File: config.mk
export PLATFORM = sky130hd
export DESIGN_NAME = thermal_controller
export DESIGN_NICKNAME = d
export VERILOG_FILES = /design/src/rtl/thermal_controller.sv
export SDC_FILE = /design/constraint.sdc
export NUM_CORES = 1
export LEC_CHECK = 0
export CELL_PAD_IN_SITES_DETAIL_PLACEMENT = 0
export CELL_PAD_IN_SITES_GLOBAL_PLACEMENT = 2
export CORE_ASPECT_RATIO = 1.4
export CORE_MARGIN = 3
export CORE_UTILIZATION = 40
export DETAILED_ROUTE_END_ITERATION = 7
export GPL_ROUTABILITY_DRIVEN = 0
export PLACE_DENSITY_LB_ADDON = 0.08
export SYNTH_ARGS = -nofsm -noshare
export SYNTH_HDL_FRONTEND = slang
export SYNTH_SLANG_ARGS = --single-unit
File: constraint.sdc
create_clock -name clk_i -period 6.4 [get_ports clk_i]
set_input_delay 1.6 -clock clk_i [delete_from_list [all_inputs] [get_ports clk_i]]
set_output_delay 1.6 -clock clk_i [all_outputs]
set_load 0.02 [all_outputs]
File: src/rtl/thermal_controller.sv
// Thermostat with a 4-sample moving-average filter, a deadband fan/heater FSM with
// minimum dwell between actuator changes, and a sensor watchdog that forces a safe idle.
module thermal_controller #(
  parameter int unsigned CLK_HZ      = 100000000,
  parameter int unsigned MIN_DWELL_S = 5,
  parameter int unsigned TIMEOUT_S   = 3,
  parameter int unsigned HYST        = 2
) (
  input  logic       clk_i,
  input  logic       rst_ni,
  input  logic       sample_done_i,
  input  logic [7:0] temp_i,
  input  logic [7:0] setpoint_i,
  input  logic       enable_i,
  output logic       fan_o,
  output logic       heater_o,
  output logic       sensor_fault_o,
  output logic [7:0] temp_avg_o,
  output logic [1:0] state_o
);

  localparam logic [31:0] DWELL_LOAD = 32'(MIN_DWELL_S * CLK_HZ - 1);
  localparam logic [31:0] WD_LOAD    = 32'(TIMEOUT_S * CLK_HZ - 1);
  localparam logic [8:0]  HYST9      = 9'(HYST);
  localparam logic [7:0]  TEMP_MAX   = 8'd60;

  typedef enum logic [1:0] {
    IDLE = 2'b00,
    HOLD = 2'b01,
    COOL = 2'b10,
    HEAT = 2'b11
  } state_e;

  logic        done_q;
  logic        accept_q;
  logic [7:0]  temp_q;
  logic [7:0]  buf_q [4];
  logic        primed_q;
  logic        buf_upd_q;
  logic        avg_upd_q;
  logic [7:0]  avg_q;
  logic        fault_q;
  logic [31:0] wd_q;
  logic [31:0] dwell_q;
  state_e      state_q, state_d;
  logic        fan_q, heater_q;

  logic        valid_s;
  logic        wd_expire_s;
  logic        eval_s;
  logic        trans_s;
  logic [9:0]  sum_s;
  logic [8:0]  hi9_s, lo9_s;
  logic [7:0]  hi_s, lo_s;

  // Out-of-range readings are treated as sensor glitches and never reach the filter.
  assign valid_s     = accept_q && (temp_q <= TEMP_MAX);
  // A fresh sample in the expiry cycle wins over the watchdog.
  assign wd_expire_s = (wd_q == 32'd0) && !valid_s;
  assign eval_s      = avg_upd_q && (dwell_q == 32'd0);

  // Rising-edge detect of the sensor done flag and sample capture
  always_ff @(posedge clk_i or negedge rst_ni) begin
    if (!rst_ni) begin
      done_q   <= 1'b0;
      accept_q <= 1'b0;
      temp_q   <= 8'd0;
    end else begin
      done_q   <= sample_done_i;
      accept_q <= sample_done_i && !done_q;
      if (sample_done_i && !done_q) begin
        temp_q <= temp_i;
      end
    end
  end

  // Sample buffer; an unprimed buffer is flooded so the average starts at the first reading
  always_ff @(posedge clk_i or negedge rst_ni) begin
    if (!rst_ni) begin
      for (int i = 0; i < 4; i++) begin
        buf_q[i] <= 8'd0;
      end
      primed_q  <= 1'b0;
      buf_upd_q <= 1'b0;
    end else begin
      buf_upd_q <= valid_s;
      if (valid_s) begin
        primed_q <= 1'b1;
        if (!primed_q) begin
          for (int i = 0; i < 4; i++) begin
            buf_q[i] <= temp_q;
          end
        end else begin
          buf_q[0] <= temp_q;
          for (int i = 1; i < 4; i++) begin
            buf_q[i] <= buf_q[i-1];
          end
        end
      end else if (wd_expire_s) begin
        primed_q <= 1'b0;
      end
    end
  end

  // Filter sum and saturating deadband thresholds
  always_comb begin
    sum_s = {2'b00, buf_q[0]} + {2'b00, buf_q[1]} + {2'b00, buf_q[2]} + {2'b00, buf_q[3]};
    hi9_s = {1'b0, setpoint_i} + HYST9;
    lo9_s = {1'b0, setpoint_i} - HYST9;
    if (hi9_s[8]) begin
      hi_s = 8'hFF;
    end else begin
      hi_s = hi9_s[7:0];
    end
    if ({1'b0, setpoint_i} >= HYST9) begin
      lo_s = lo9_s[7:0];
    end else begin
      lo_s = 8'd0;
    end
  end

  // Moving average register; its update pulse opens the FSM evaluation window
  always_ff @(posedge clk_i or negedge rst_ni) begin
    if (!rst_ni) begin
      avg_q     <= 8'd0;
      avg_upd_q <= 1'b0;
    end else begin
      avg_upd_q <= buf_upd_q;
      if (buf_upd_q) begin
        avg_q <= sum_s[9:2];
      end
    end
  end

  // Sensor watchdog and fault flag
  always_ff @(posedge clk_i or negedge rst_ni) begin
    if (!rst_ni) begin
      wd_q    <= WD_LOAD;
      fault_q <= 1'b0;
    end else begin
      if (valid_s) begin
        wd_q    <= WD_LOAD;
        fault_q <= 1'b0;
      end else if (wd_q != 32'd0) begin
        wd_q <= wd_q - 32'd1;
      end else begin
        fault_q <= 1'b1;
      end
    end
  end

  // Next-state logic; fault and disable both override any pending transition
  always_comb begin
    state_d = state_q;
    trans_s = 1'b0;
    if (wd_expire_s || !enable_i) begin
      state_d = IDLE;
    end else begin
      case (state_q)
        IDLE: begin
          if (primed_q && !fault_q) begin
            state_d = HOLD;
          end else begin
            state_d = IDLE;
          end
        end
        HOLD: begin
          if (eval_s && (avg_q > hi_s)) begin
            state_d = COOL;
          end else if (eval_s && (avg_q < lo_s)) begin
            state_d = HEAT;
          end else begin
            state_d = HOLD;
          end
        end
        COOL: begin
          if (eval_s && (avg_q <= setpoint_i)) begin
            state_d = HOLD;
          end else begin
            state_d = COOL;
          end
        end
        HEAT: begin
          if (eval_s && (avg_q >= setpoint_i)) begin
            state_d = HOLD;
          end else begin
            state_d = HEAT;
          end
        end
        default: begin
          state_d = IDLE;
        end
      endcase
      trans_s = (state_q != IDLE) && (state_d != IDLE) && (state_d != state_q);
    end
  end

  // State, actuator and dwell registers
  always_ff @(posedge clk_i or negedge rst_ni) begin
    if (!rst_ni) begin
      state_q  <= IDLE;
      fan_q    <= 1'b0;
      heater_q <= 1'b0;
      dwell_q  <= 32'd0;
    end else begin
      state_q  <= state_d;
      fan_q    <= (state_d == COOL);
      heater_q <= (state_d == HEAT);
      if (wd_expire_s) begin
        dwell_q <= 32'd0;
      end else if (trans_s) begin
        dwell_q <= DWELL_LOAD;
      end else if (dwell_q != 32'd0) begin
        dwell_q <= dwell_q - 32'd1;
      end else begin
        dwell_q <= 32'd0;
      end
    end
  end

  assign fan_o          = fan_q;
  assign heater_o       = heater_q;
  assign sensor_fault_o = fault_q;
  assign temp_avg_o     = avg_q;
  assign state_o        = state_q;

endmodule

# ---- Word-level counts from Yosys, hierarchy flattened
# Index checks and enable logic that the tools add are counted.
dict set report classes {
  n_reduce_logical 25
  n_addsub 7
  n_eq_ne 7
  muxes 21
  magnitude_cmp 6
}
# op n
set ops {}
lappend ops {{$mux 32} 5}
lappend ops {{$logic_not 32->1} 2}
lappend ops {{$reduce_bool 32->1} 2}
lappend ops {{$sub 32x1->32 const B} 2}
lappend ops {{$mux 24} 1}
lappend ops {{$mux 8} 2}
lappend ops {{$mux 2} 6}
lappend ops {{$logic_and 1x1->1} 11}
lappend ops {{$add 10x8->10} 1}
lappend ops {{$add 9x8->10} 1}
lappend ops {{$add 8x2->9 const B} 1}
lappend ops {{$add 8x8->9} 1}
lappend ops {{$eq 2x2->1 const B} 4}
lappend ops {{$ge 8x2->1 const B} 1}
lappend ops {{$ge 8x8->1} 1}
lappend ops {{$gt 8x8->1} 1}
lappend ops {{$le 8x6->1 const B} 1}
lappend ops {{$le 8x8->1} 1}
lappend ops {{$lt 8x8->1} 1}
lappend ops {{$pmux 2 s4} 1}
lappend ops {{$reduce_bool 2->1} 4}
lappend ops {{$sub 8x2->8 const B} 1}
lappend ops {{$mux 1} 6}
lappend ops {{$logic_not 1->1} 4}
lappend ops {{other kinds (5)} 5}
dict set report word_totals {
  out_inout_bits 13
  ff_bits 122
  wordCells 83
}

# ---- Longest topological paths before layout
# Gate-level depths: netlist of the first run.
dict set report depth {
  word_depth 14
  mapped_depth 14
  mapped_depth_nobuf 13
}

# ---- Least setup slack after synthesis of the first run
# No wires, ideal clock.
dict set report synth_timing {
  path_type {input-to-reg}
  from {input port setpoint_i[3]}
  to {register dwell_q[0]}
  setup_slack_ns 2.269
  path_stages 13
  t_required_ns 6.263
  setup_time_ns 0.137
  t_arrival_ns 3.995
  cell_sequence {clkbuf_1 > nand3_1 > nor4_1 > nor2_1 > ha_1 > nor2b_1 > o211ai_1 > a21oi_1 > o22ai_1 > a2111oi_2 > o21bai_1 > clkbuf_1 > o21ai_0}
}
dict set report synth_between {
  elab_chain_len 14
  word_cells_on_any_way 26
  cone_classes {add/sub (2); order compare (5); eq/ne (1); mux (11); reduce/logical (7)}
}
# item line_no
set synth_rtl {}
lappend synth_rtl {{start: declaration} 13} ;# input logic [7:0] setpoint_i,
lappend synth_rtl {{$sub 8x2->8 or $ge 8x2->1 (tied branches)} {109, 115}}
lappend synth_rtl {{$mux 8} 115} ;# if ({1'b0, setpoint_i} >= HYST9) begin
lappend synth_rtl {{$lt 8x8->1} 170} ;# end else if (eval_s && (avg_q < lo_s)) begin
lappend synth_rtl {{$logic_and 1x1->1} 170}
lappend synth_rtl {{$mux 2} 170}
lappend synth_rtl {{$mux 2} 168} ;# if (eval_s && (avg_q > hi_s)) begin
lappend synth_rtl {{$pmux 2 s4 (*)} 159} ;# case (state_q)
lappend synth_rtl {{$mux 2 (*)} 156} ;# if (wd_expire_s || !enable_i) begin
lappend synth_rtl {{$reduce_bool 2->1} 194} ;# trans_s = (state_q != IDLE) && (state_d != IDLE) && (state_d != state_q);
lappend synth_rtl {{$logic_and 1x1->1} 194}
lappend synth_rtl {{$logic_and 1x1->1 (*)} 194}
lappend synth_rtl {{$mux 1 (*)} 156}
lappend synth_rtl {{$mux 32 (*)} 211} ;# end else if (trans_s) begin
lappend synth_rtl {{$mux 32 (*)} 209} ;# if (wd_expire_s) begin
lappend synth_rtl {{end signal: assignment} 214} ;# dwell_q <= dwell_q - 32'd1;
lappend synth_rtl {{end: declaration} 44} ;# logic [31:0] dwell_q;
# Mark *: on every way between the ends. The rest lies on a longest branch, timed or not. The select of a mux whose other input is x is not followed.
# A chain may end at the register's enable or synchronous reset.

# ---- Final worst setup path of the first run
dict set report layout_timing {
  from {input port setpoint_i[3]}
  to {register dwell_q[4]}
}
# Same word-level chain as after synthesis.

==> results.py, run 1 <==
metrics = {
    "route": {
        "wl_per_cell_um": 14.6,
        "via_count": 4985,
        "first_iter_violations": 251,
        "wirelength_mm": 13.8,
        "via_per_inst": 5.29,
        "drc": 0,
        "antenna_left": 0,
        "drtPass1Iterations": 7,
    },
    "setup_path": {
        "crit_type": "input pin to register",
        "cp-start-kind": "input pin",
        "cp_max_fo": 20,
        "endpoint_kind": "register",
        "rrSetupSlack_ns": 3.16,
        "critical_path_required_ns": 6.73,
        "critical_path_arrival_ns": 4.90,
    },
    "floorplan": {
        "io_pins": 33,
        "start_util_pct": 41.4,
        "core_um2": 16400,
        "die_w_um": 116,
        "rows": 55,
        "die_height_um": 160,
        "dieArea_um2": 18600,
    },
    "synth": {
        "syn_inst": 702,
        "synth_fp_nets": 772,
        "synth.distinct_cells": 49,
        "ys_seq_area_share_pct": 45.2,
        "async_flop_share_pct": 100,
        "yosys_warnings": 0,
        "ys_dominant_reg_cell": "dfrtp_1",
        "syn_area_um2": 6810,
        "synth_edf_count": 0,
        "ys_ff_latch": 122,
        "postSynthAreaPerCell_um2": 9.69,
    },
    "cts": {
        "hold_buffers": 0,
        "cts_tree": "yes",
        "cts_buffer_depth": 2,
        "post-cts-setup-buffers": 0,
        "cts_resized": 0,
        "numCtsBuffers": 17,
        "cts_root_buf": "clkbuf_16",
        "cts.clk_slew.worst_paths_ns": 0.06,
        "h-tree-depth": 4,
        "clkLatencyLatePin_ns": 0.42,
        "cts.sinks": 122,
    },
    "min_path": {
        "hold_path.class": "register to register",
    },
    "timing": {
        "tightest_slew_ns": 1.05,
        "fin_skew_ns": 0.00847,
        "fin_crit_sh_pct": 71.4,
        "clock.fmax_mhz": 219,
        "setup_violations": 0,
        "drv_slew": 0,
        "layout_min_cycle_time_ns": 4.57,
        "maxSlewHeadroom_pct": 29.7,
        "finalHoldViolCount": 0,
        "rsz0062_at_grt": "false",
        "finalSetupTns_ns": 0,
    },
    "placement": {
        "dpl.hpwl_mm": 9.77,
        "dp_cells": 911,
        "port_buffers": 32,
    },
    "pwr": {
        "p_per_area_nw_per_um2": 445,
        "p_leak_uw": 0.00336,
        "max-vdd-ir-drop_v": 0.000231,
    },
    "grt": {
        "grt_max_degree": 73,
        "gr-total-overflow": 0,
        "antenna_found_initial": 0,
        "grt_pass1_wl_mm": 24.4,
        "track_usage_pct": 16.3,
        "grt_pass1_vias": 5041,
    },
    "layout": {
        "antenna_cells": 0,
        "layout.nets": 801,
        "drive_gt1_share_pct": 10.1,
        "fin_cells": 943,
        "synthToLayoutAreaGrowth_pct": 16.2,
    },
    "flow_run": {
        "cap_violations": 0,
    },
    "outcome": {
        "status": "finished clean",
    },
}
-- state kept, by name, indices dropped and copies added, names as in the netlist, 2 cells and up --
name        cells
buf_q          32
dwell_q        32
state_o         2
temp_avg_o      8
temp_q          8
wd_q           32
-- worst max-delay path: stages --
cell	delay (ns)
clkdlybuf4s50_1	0.62
nand3_1	0.17
nor4_1	0.75
nor2_1	0.11
ha_1	0.33
nor2b_1	0.15
o211ai_1	0.09
a21oi_1	0.14
o22ai_1	0.12
a2111oi_2	0.39
o21bai_1	0.12
buf_4	0.21
o21ai_0	0.10
-- synth_stat cells (2+ instances only) --
| master | instances | area, um^2 |
|---|---|---|
| xnor2_1 | 43 | 377 |
| xor2_1 | 18 | 158 |
| nor3_1 | 19 | 95.1 |
| o31ai_1 | 3 | 22.5 |
| a21oi_1 | 49 | 245 |
| mux2i_1 | 2 | 20.0 |
| nand2_1 | 75 | 282 |
| o22a_1 | 3 | 26.3 |
| or4_1 | 11 | 82.6 |
| or2_2 | 4 | 25.0 |
| and2_1 | 2 | 12.5 |
| o21ai_1 | 2 | 10.0 |
| o21a_1 | 3 | 22.5 |
| nand3_1 | 19 | 95.1 |
| dfrtp_1 | 105 | 2630 |
| and4_1 | 3 | 26.3 |
| inv_1 | 26 | 97.6 |
| nand4_1 | 9 | 56.3 |
| a31oi_1 | 2 | 12.5 |
| o21ai_0 | 60 | 300 |
| nor2b_1 | 11 | 68.8 |
| mux2_2 | 13 | 146 |
| nor4b_1 | 3 | 26.3 |
| clkbuf_1 | 25 | 93.8 |
| nor4_1 | 18 | 113 |
| ha_1 | 34 | 425 |
| or3_1 | 13 | 81.3 |
| nand2b_1 | 5 | 31.3 |
| nor2_1 | 64 | 240 |
| dfstp_2 | 17 | 447 |
| fa_1 | 16 | 320 |
| a21o_1 | 3 | 22.5 |
| o22ai_1 | 2 | 12.5 |
| a211oi_1 | 5 | 37.5 |
-- kinds of logic after synthesis --
| group | synth area share, % |
|---|---|
| adders and majority gates | 11.0 |
| AOI/OAI and AO/OA | 11.3 |
| DFF | 45.2 |
| xor gates and xnor gates | 7.85 |
| and+or+nand+nor | 19.4 |
| buffers and inverters | 2.89 |
| muxes | 2.45 |
-- per-stage QoR --
stage	area [um^2]	utilization (%)	setup slack [ns]	total power (uW)	hold slack (ns)
finish	7910	48.1	1.83	3520	0.487
global route	7910	48.1	1.45	3870	0.533
CTS	7910	48.1	1.80	3580	0.498
detailed placement	7300	44.4	1.37	2590	0.489
global placement	7300	44.4	1.43	2540	0.476
floorplan	6810	-	2.27	2210	0.380
-- final timing paths --
check	from	endpoint	cells past startpoint
setup / recovery	setpoint_i[3]	dwell_q[4]$_DFF_PN0_	13
max in group asynchronous	rst_ni	buf_q[8]$_DFFE_PN0P_	2
min in group asynchronous	rst_ni	dwell_q[8]$_DFF_PN0_	1
hold reg to reg	dwell_q[0]$_DFF_PN0_	dwell_q[0]$_DFF_PN0_	1
hold / removal	dwell_q[0]$_DFF_PN0_	dwell_q[0]$_DFF_PN0_	1
setup reg to reg	buf_q[2]$_DFFE_PN0P_	temp_avg_o[6]$_DFFE_PN0P_	10
-- placed cells by master (no fill, tap or decap), drive strengths merged, types with 16 or more instances in the layout --
master	instances
a21oi	49
xor2	18
dfstp	17
nor2	64
nand2	75
dfrtp	105
nor4	19
nand3	20
o21ai	62
inv	29
nor3	19
ha	34
clkdlybuf4s50	31
xnor2	43
clkbuf	20
fa	16
-- area by class of cell --
| class | instances | area, um^2 |
|---|---|---|
| inverters | 26 | 97.6 |
| clock buffers | 20 | 467 |
| fillers | 1589 | 8540 |
| well taps | 199 | 249 |
| flip-flops and latches | 122 | 3070 |
| repair buffers | 36 | 348 |
| multi-input cells | 528 | 3530 |
| clock inverters | 12 | 139 |
-- metal layers --
metal,up-vias,track usage [%],wire [um]
met2,58,26.8,6770
met4,0,5.54,227
met5,-,0,0
met1,2392,21.0,6440
met3,19,3.66,357
li1,2516,-,-
-- power by group --
| group | internal, uW | switching, uW | total, uW |
|---|---|---|---|
| clock | 607 | 355 | 963 |
| combinational | 667 | 710 | 1380 |
| sequential | 975 | 201 | 1180 |
No activity file was read; power rests on OpenSTA's default activity.
==> run 2, diff against run 1 <==
--- a/config.mk
+++ b/config.mk
@@ -9,7 +9,7 @@
 export CELL_PAD_IN_SITES_GLOBAL_PLACEMENT = 2
 export CORE_ASPECT_RATIO = 1.4
 export CORE_MARGIN = 3
-export CORE_UTILIZATION = 40
+export CORE_UTILIZATION = 39
 export DETAILED_ROUTE_END_ITERATION = 7
 export GPL_ROUTABILITY_DRIVEN = 0
 export PLACE_DENSITY_LB_ADDON = 0.08
==> constraint.sdc (replaced) <==
create_clock -name clk_i -period 4.37 [get_ports clk_i]
set_input_delay 1.0925 -clock clk_i [delete_from_list [all_inputs] [get_ports clk_i]]
set_output_delay 1.0925 -clock clk_i [all_outputs]
set_load 0.02 [all_outputs]
==> results.py, run 2 (synthesized netlist as in run 1, its figures left out) <==
metrics = {
    "timing": {
        "fin_skew_ns": 0.00787,
        "drv_slew": 0,
        "clock.fmax_mhz": 264,
        "setup_violations": 0,
        "maxSlewHeadroom_pct": 28.8,
        "finalSetupTns_ns": 0,
        "layout_min_cycle_time_ns": 3.78,
        "tightest_slew_ns": 1.07,
        "rsz0062_at_grt": "false",
        "fin_crit_sh_pct": 86.6,
        "finalHoldViolCount": 0,
    },
    "setup_path": {
        "critical_path_arrival_ns": 4.10,
        "cp-start-kind": "input pin",
        "crit_type": "input pin to register",
        "cp_max_fo": 20,
        "crit_path_frequent_cell": "a21oi_1",
        "critical_path_required_ns": 4.69,
        "critical-path-max-stage-delay_ns": 0.54,
        "r2r_start": "buf_q[2]$_DFFE_PN0P_",
        "path_cells": "clkdlybuf4s50_1 -> nor4_1 -> buf_4 -> a21oi_1 -> a31oi_1 -> ha_1 -> a21oi_1 -> nand2_1 -> a21oi_1 -> o31ai_1 -> a2111oi_2 -> o21bai_1 -> buf_4 -> o21ai_0",
        "endpoint_kind": "register",
        "reg2reg_depth": 10,
        "rrSetupSlack_ns": 1.22,
        "cp_slowest_cell": "clkdlybuf4s50_1",
        "endpoint": "dwell_q[2]$_DFF_PN0_",
        "startpoint": "setpoint_i[4]",
        "timing.rr.end": "temp_avg_o[6]$_DFFE_PN0P_",
    },
    "grt": {
        "grt_pass1_vias": 5235,
        "track_usage_pct": 16.0,
        "grt_max_degree": 73,
        "grt_pass1_wl_mm": 25.1,
        "antenna_found_initial": 0,
        "gr-total-overflow": 0,
    },
    "layout": {
        "antenna_cells": 0,
        "layout.nets": 805,
        "design_area_um2": 7980,
        "seq_area_um2": 3070,
        "multiInputGateArea_um2": 3530,
        "reg.largest.list": "buf_q: 32 flops, dwell_q: 32 flops, wd_q: 32 flops",
        "drive_gt1_share_pct": 10.6,
        "synthToLayoutAreaGrowth_pct": 17.2,
        "fillers": 1668,
        "final_common_cell": "dfrtp_1",
        "layout_common_cells": "dfrtp_1 (105), nand2_1 (75), nor2_1 (64)",
    },
    "cts": {
        "clkLatencyLatePin_ns": 0.41,
        "cts_resized": 0,
        "numCtsBuffers": 17,
        "cts_tree": "yes",
        "cts.clk_slew.worst_paths_ns": 0.06,
        "post-cts-setup-buffers": 0,
        "hold_buffers": 0,
        "h-tree-depth": 4,
        "cts_buffer_depth": 2,
        "cts_root_buf": "clkbuf_16",
        "cts.sinks": 122,
    },
    "route": {
        "highest_layer": "met4",
        "dr_wl_met2_mm": 6.80,
        "antenna_left": 0,
        "wirelength_mm": 14.2,
        "via_per_inst": 5.12,
        "via_count": 5021,
        "drtPass1Iterations": 4,
        "wl_met3_um": 473,
        "drc": 0,
        "wl_met1_mm": 6.68,
        "wl_per_cell_um": 14.5,
        "first_iter_violations": 249,
    },
    "floorplan": {
        "die_w_um": 118,
        "die_height_um": 162,
        "io_pins": 33,
        "start_util_pct": 40.1,
        "dieArea_um2": 19100,
        "core_um2": 17000,
        "rows": 56,
    },
    "pwr": {
        "p_per_area_nw_per_um2": 643,
        "max-vdd-ir-drop_v": 0.000310,
        "p_leak_uw": 0.00338,
    },
    "placement": {
        "port_buffers": 32,
        "placed_cell_area_um2": 7390,
        "dpl.hpwl_mm": 10.1,
    },
    "outcome": {
        "status": "finished clean",
    },
    "flow_run": {
        "cap_violations": 0,
    },
    "min_path": {
        "hold_path.class": "register to register",
        "hold_path_depth": 1,
    },
}
-- run 2: cell types whose count changed in the layout (fill, tap and decap cells not counted) --
cell        change
buf_4           +3
clkbuf_8        -3
clkinv_4        +2
inv_6           +2
buf_12          +1
clkinvlp_4      -1
-- run 2: routing by layer --
| layer | up-vias | GRT usage, % |
|---|---|---|
| met5 | - | 0 |
| met4 | 0 | 6.35 |
| met3 | 20 | 3.45 |
| met2 | 70 | 26.2 |
| met1 | 2409 | 20.6 |
| li1 | 2522 | - |
-- run 2: layout make-up --
class / count / area share, %
Clock inverter: 15 / 2.09
Multi-Input combinational cell: 528 / 44.3
Timing Repair Buffer: 40 / 4.89
Sequential cell: 122 / 38.5
Clock buffer: 17 / 5.33
Tap cell: 232 / 3.64
Inverter: 26 / 1.22
-- run 2: how the worst min path moves through the flow --
stage	startpoint	endpoint	slack [ns]
after floorplan	buf_upd_q$_DFF_PN0_	avg_upd_q$_DFF_PN0_	0.38
after global placement	dwell_q[0]$_DFF_PN0_	dwell_q[0]$_DFF_PN0_	0.47
after detailed placement	dwell_q[0]$_DFF_PN0_	dwell_q[0]$_DFF_PN0_	0.48
after CTS	dwell_q[0]$_DFF_PN0_	dwell_q[0]$_DFF_PN0_	0.49
after global routing	dwell_q[0]$_DFF_PN0_	dwell_q[0]$_DFF_PN0_	0.51
final	dwell_q[0]$_DFF_PN0_	dwell_q[0]$_DFF_PN0_	0.49
-- run 2: critical path: cells and delay by family --
kind | cells | cell delay, ns
buffers and inverters | 3 | 0.95
AND/OR/NAND/NOR | 2 | 0.43
AO/OA/AOI/OAI | 8 | 1.31
adder cells (fa/ha/maj) | 1 | 0.31
-- run 2: report_power, final --
group          total (uW)  switching [uW]  leakage (uW)  internal [uW]
sequential           1720             296       0.00153           1430
clock                1400             553      0.000281            850
combinational        2000            1020       0.00157            979
total                5130            1870       0.00338           3260
-- run 2: through the flow --
| stage | util (%) | setup slack (ns) | total power (uW) | std cells | hold WS (ns) |
|---|---|---|---|---|---|
| finish | 47.1 | 0.586 | 5130 | 980 | 0.492 |
| CTS | 47.1 | 0.576 | 5220 | 980 | 0.494 |
| global route | 47.1 | 0.296 | 5610 | 980 | 0.507 |
| floorplan | - | 0.746 | 3230 | 702 | 0.380 |
| detailed placement | 43.6 | 0.141 | 3790 | 948 | 0.483 |
| global placement | 43.6 | 0.242 | 3750 | 948 | 0.474 |
==> run 3, diff against run 2 <==
--- a/config.mk
+++ b/config.mk
@@ -13,6 +13,7 @@
 export DETAILED_ROUTE_END_ITERATION = 7
 export GPL_ROUTABILITY_DRIVEN = 0
 export PLACE_DENSITY_LB_ADDON = 0.08
+export RECOVER_POWER = 100
 export SYNTH_ARGS = -nofsm -noshare
 export SYNTH_HDL_FRONTEND = slang
 export SYNTH_SLANG_ARGS = --single-unit
==> results.py, run 3 (synthesized netlist as in run 1, its figures left out) <==
metrics = {
    "grt": {
        "grt_pass1_wl_mm": 25.1,
        "antenna_found_initial": 0,
        "grt_pass1_vias": 5235,
        "track_usage_pct": 16.0,
        "gr-total-overflow": 0,
        "grt_max_degree": 73,
    },
    "cts": {
        "post-cts-setup-buffers": 0,
        "hold_buffers": 0,
        "cts_buffer_depth": 2,
        "numCtsBuffers": 17,
        "cts_tree": "yes",
        "clkLatencyLatePin_ns": 0.41,
        "cts_resized": 0,
        "cts_root_buf": "clkbuf_16",
        "cts.clk_slew.worst_paths_ns": 0.06,
        "h-tree-depth": 4,
        "cts.sinks": 122,
    },
    "layout": {
        "drive_gt1_share_pct": 9.89,
        "antenna_cells": 0,
        "final_common_cell": "dfrtp_1",
        "layout_common_cells": "dfrtp_1 (105), nand2_1 (75), nor2_1 (64)",
        "synthToLayoutAreaGrowth_pct": 17.0,
        "reg.largest.list": "buf_q: 32 flops, dwell_q: 32 flops, wd_q: 32 flops",
        "fin_cells": 980,
        "layout.nets": 805,
    },
    "route": {
        "dr_wl_met2_mm": 6.77,
        "wirelength_mm": 14.2,
        "wl_per_cell_um": 14.5,
        "via_per_inst": 5.13,
        "first_iter_violations": 263,
        "via_count": 5030,
        "antenna_left": 0,
        "wl_met1_mm": 6.77,
        "wl_met3_um": 406,
        "drtPass1Iterations": 4,
        "drc": 0,
        "highest_layer": "met4",
    },
    "setup_path": {
        "cp-start-kind": "input pin",
        "critical_path_arrival_ns": 4.20,
        "crit_type": "input pin to register",
        "cp_max_fo": 20,
        "endpoint_kind": "register",
        "critical_path_required_ns": 4.68,
    },
    "timing": {
        "finalHoldViolCount": 0,
        "holdWs_ns": 0.493,
        "clock.fmax_mhz": 257,
        "rsz0062_at_grt": "false",
        "finalSetupTns_ns": 0,
        "maxSlewHeadroom_pct": -93.5,
        "setup_violations": 0,
        "fin_crit_sh_pct": 89.1,
        "fin_skew_ns": 0.00781,
        "tightest_slew_ns": 2.90,
        "layout_min_cycle_time_ns": 3.89,
        "drv_slew": 123,
    },
    "floorplan": {
        "start_util_pct": 40.1,
        "die_w_um": 118,
        "dieArea_um2": 19100,
        "core_um2": 17000,
        "rows": 56,
        "die_height_um": 162,
        "io_pins": 33,
    },
    "pwr": {
        "max-vdd-ir-drop_v": 0.000304,
        "clkPwrFrac_pct": 27.4,
        "swShare_pct": 36.6,
        "cellInternalPower_uw": 3240,
        "p_comb_share_pct": 38.9,
        "p_sw_uw": 1870,
        "p_leak_uw": 0.00338,
        "seqPwrFrac_pct": 33.7,
        "p_per_area_nw_per_um2": 643,
    },
    "placement": {
        "dpl.hpwl_mm": 10.1,
        "dp_cells": 948,
        "port_buffers": 32,
    },
    "outcome": {
        "status": "complete, but fails checks",
        "violations": "capacitance limit, slew limit",
    },
    "min_path": {
        "hold_path.class": "register to register",
    },
    "flow_run": {
        "cap_violations": 2,
    },
}
run 3: path summary, 6_finish.rpt:
| path | start | endpoint | slack, ns | depth (start not counted) |
|---|---|---|---|---|
| worst max-delay path | setpoint_i[4] | dwell_q[2]$_DFF_PN0_ | 0.48 | 14 |
| min in group asynchronous | rst_ni | dwell_q[17]$_DFF_PN0_ | 1.61 | 1 |
| worst max register to register | wd_q[29]$_DFFE_PN0P_ | dwell_q[2]$_DFF_PN0_ | 0.59 | 6 |
| worst min register to register | dwell_q[0]$_DFF_PN0_ | dwell_q[0]$_DFF_PN0_ | 0.49 | 1 |
| worst min-delay path | dwell_q[0]$_DFF_PN0_ | dwell_q[0]$_DFF_PN0_ | 0.49 | 1 |
| max in group asynchronous | rst_ni | primed_q$_DFFE_PN0P_ | 1.10 | 1 |
run 3: power groups by stage:
| stage | clock network [uW] | logic, uW | registers (uW) |
|---|---|---|---|
| CTS | 1440 | 2050 | 1730 |
| finish | 1400 | 1990 | 1720 |
| global route | 1500 | 2320 | 1780 |
| floorplan | 0 | 1520 | 1710 |
| global placement | 0 | 2010 | 1740 |
| detailed placement | 0 | 2040 | 1750 |
run 3: per-stage QoR:
step | power (uW) | setup slack [ns] | util (%) | instance area, um^2
5_1_grt | 5600 | 0.201 | 46.9 | 7960
2_1_floorplan | 3230 | 0.746 | - | 6810
6_report | 5120 | 0.475 | 46.9 | 7960
4_1_cts | 5220 | 0.576 | 47.1 | 7980
3_3_place_gp | 3750 | 0.242 | 43.6 | 7390
3_5_place_dp | 3790 | 0.141 | 43.6 | 7390
run 3: area by class of cell:
class / count / area (um^2)
Tap cell: 232 / 290
Fill cell: 1674 / 9000
Timing Repair Buffer: 40 / 372
Inverter: 26 / 97.6
Sequential cell: 122 / 3070
Multi-Input combinational cell: 528 / 3530
Clock buffer: 17 / 425
Clock inverter: 15 / 166
run 3: layer usage:
metal	vias to the layer above	GRT usage, %
li1	2522	-
met1	2413	20.6
met2	76	26.2
met3	19	3.45
met4	0	6.35
met5	-	0
run 3: worst max-delay path: stages:
cell and delay, ns:
dlygate4sd3_1 0.65, nor4_1 0.35, buf_4 0.20, a21oi_1 0.07, a31oi_1 0.20, ha_1 0.31
a21oi_1 0.16, nand2_1 0.06, a21oi_1 0.14, o31ai_1 0.11, a2111oi_2 0.41, o21bai_1 0.12
buf_4 0.21, o21ai_0 0.10
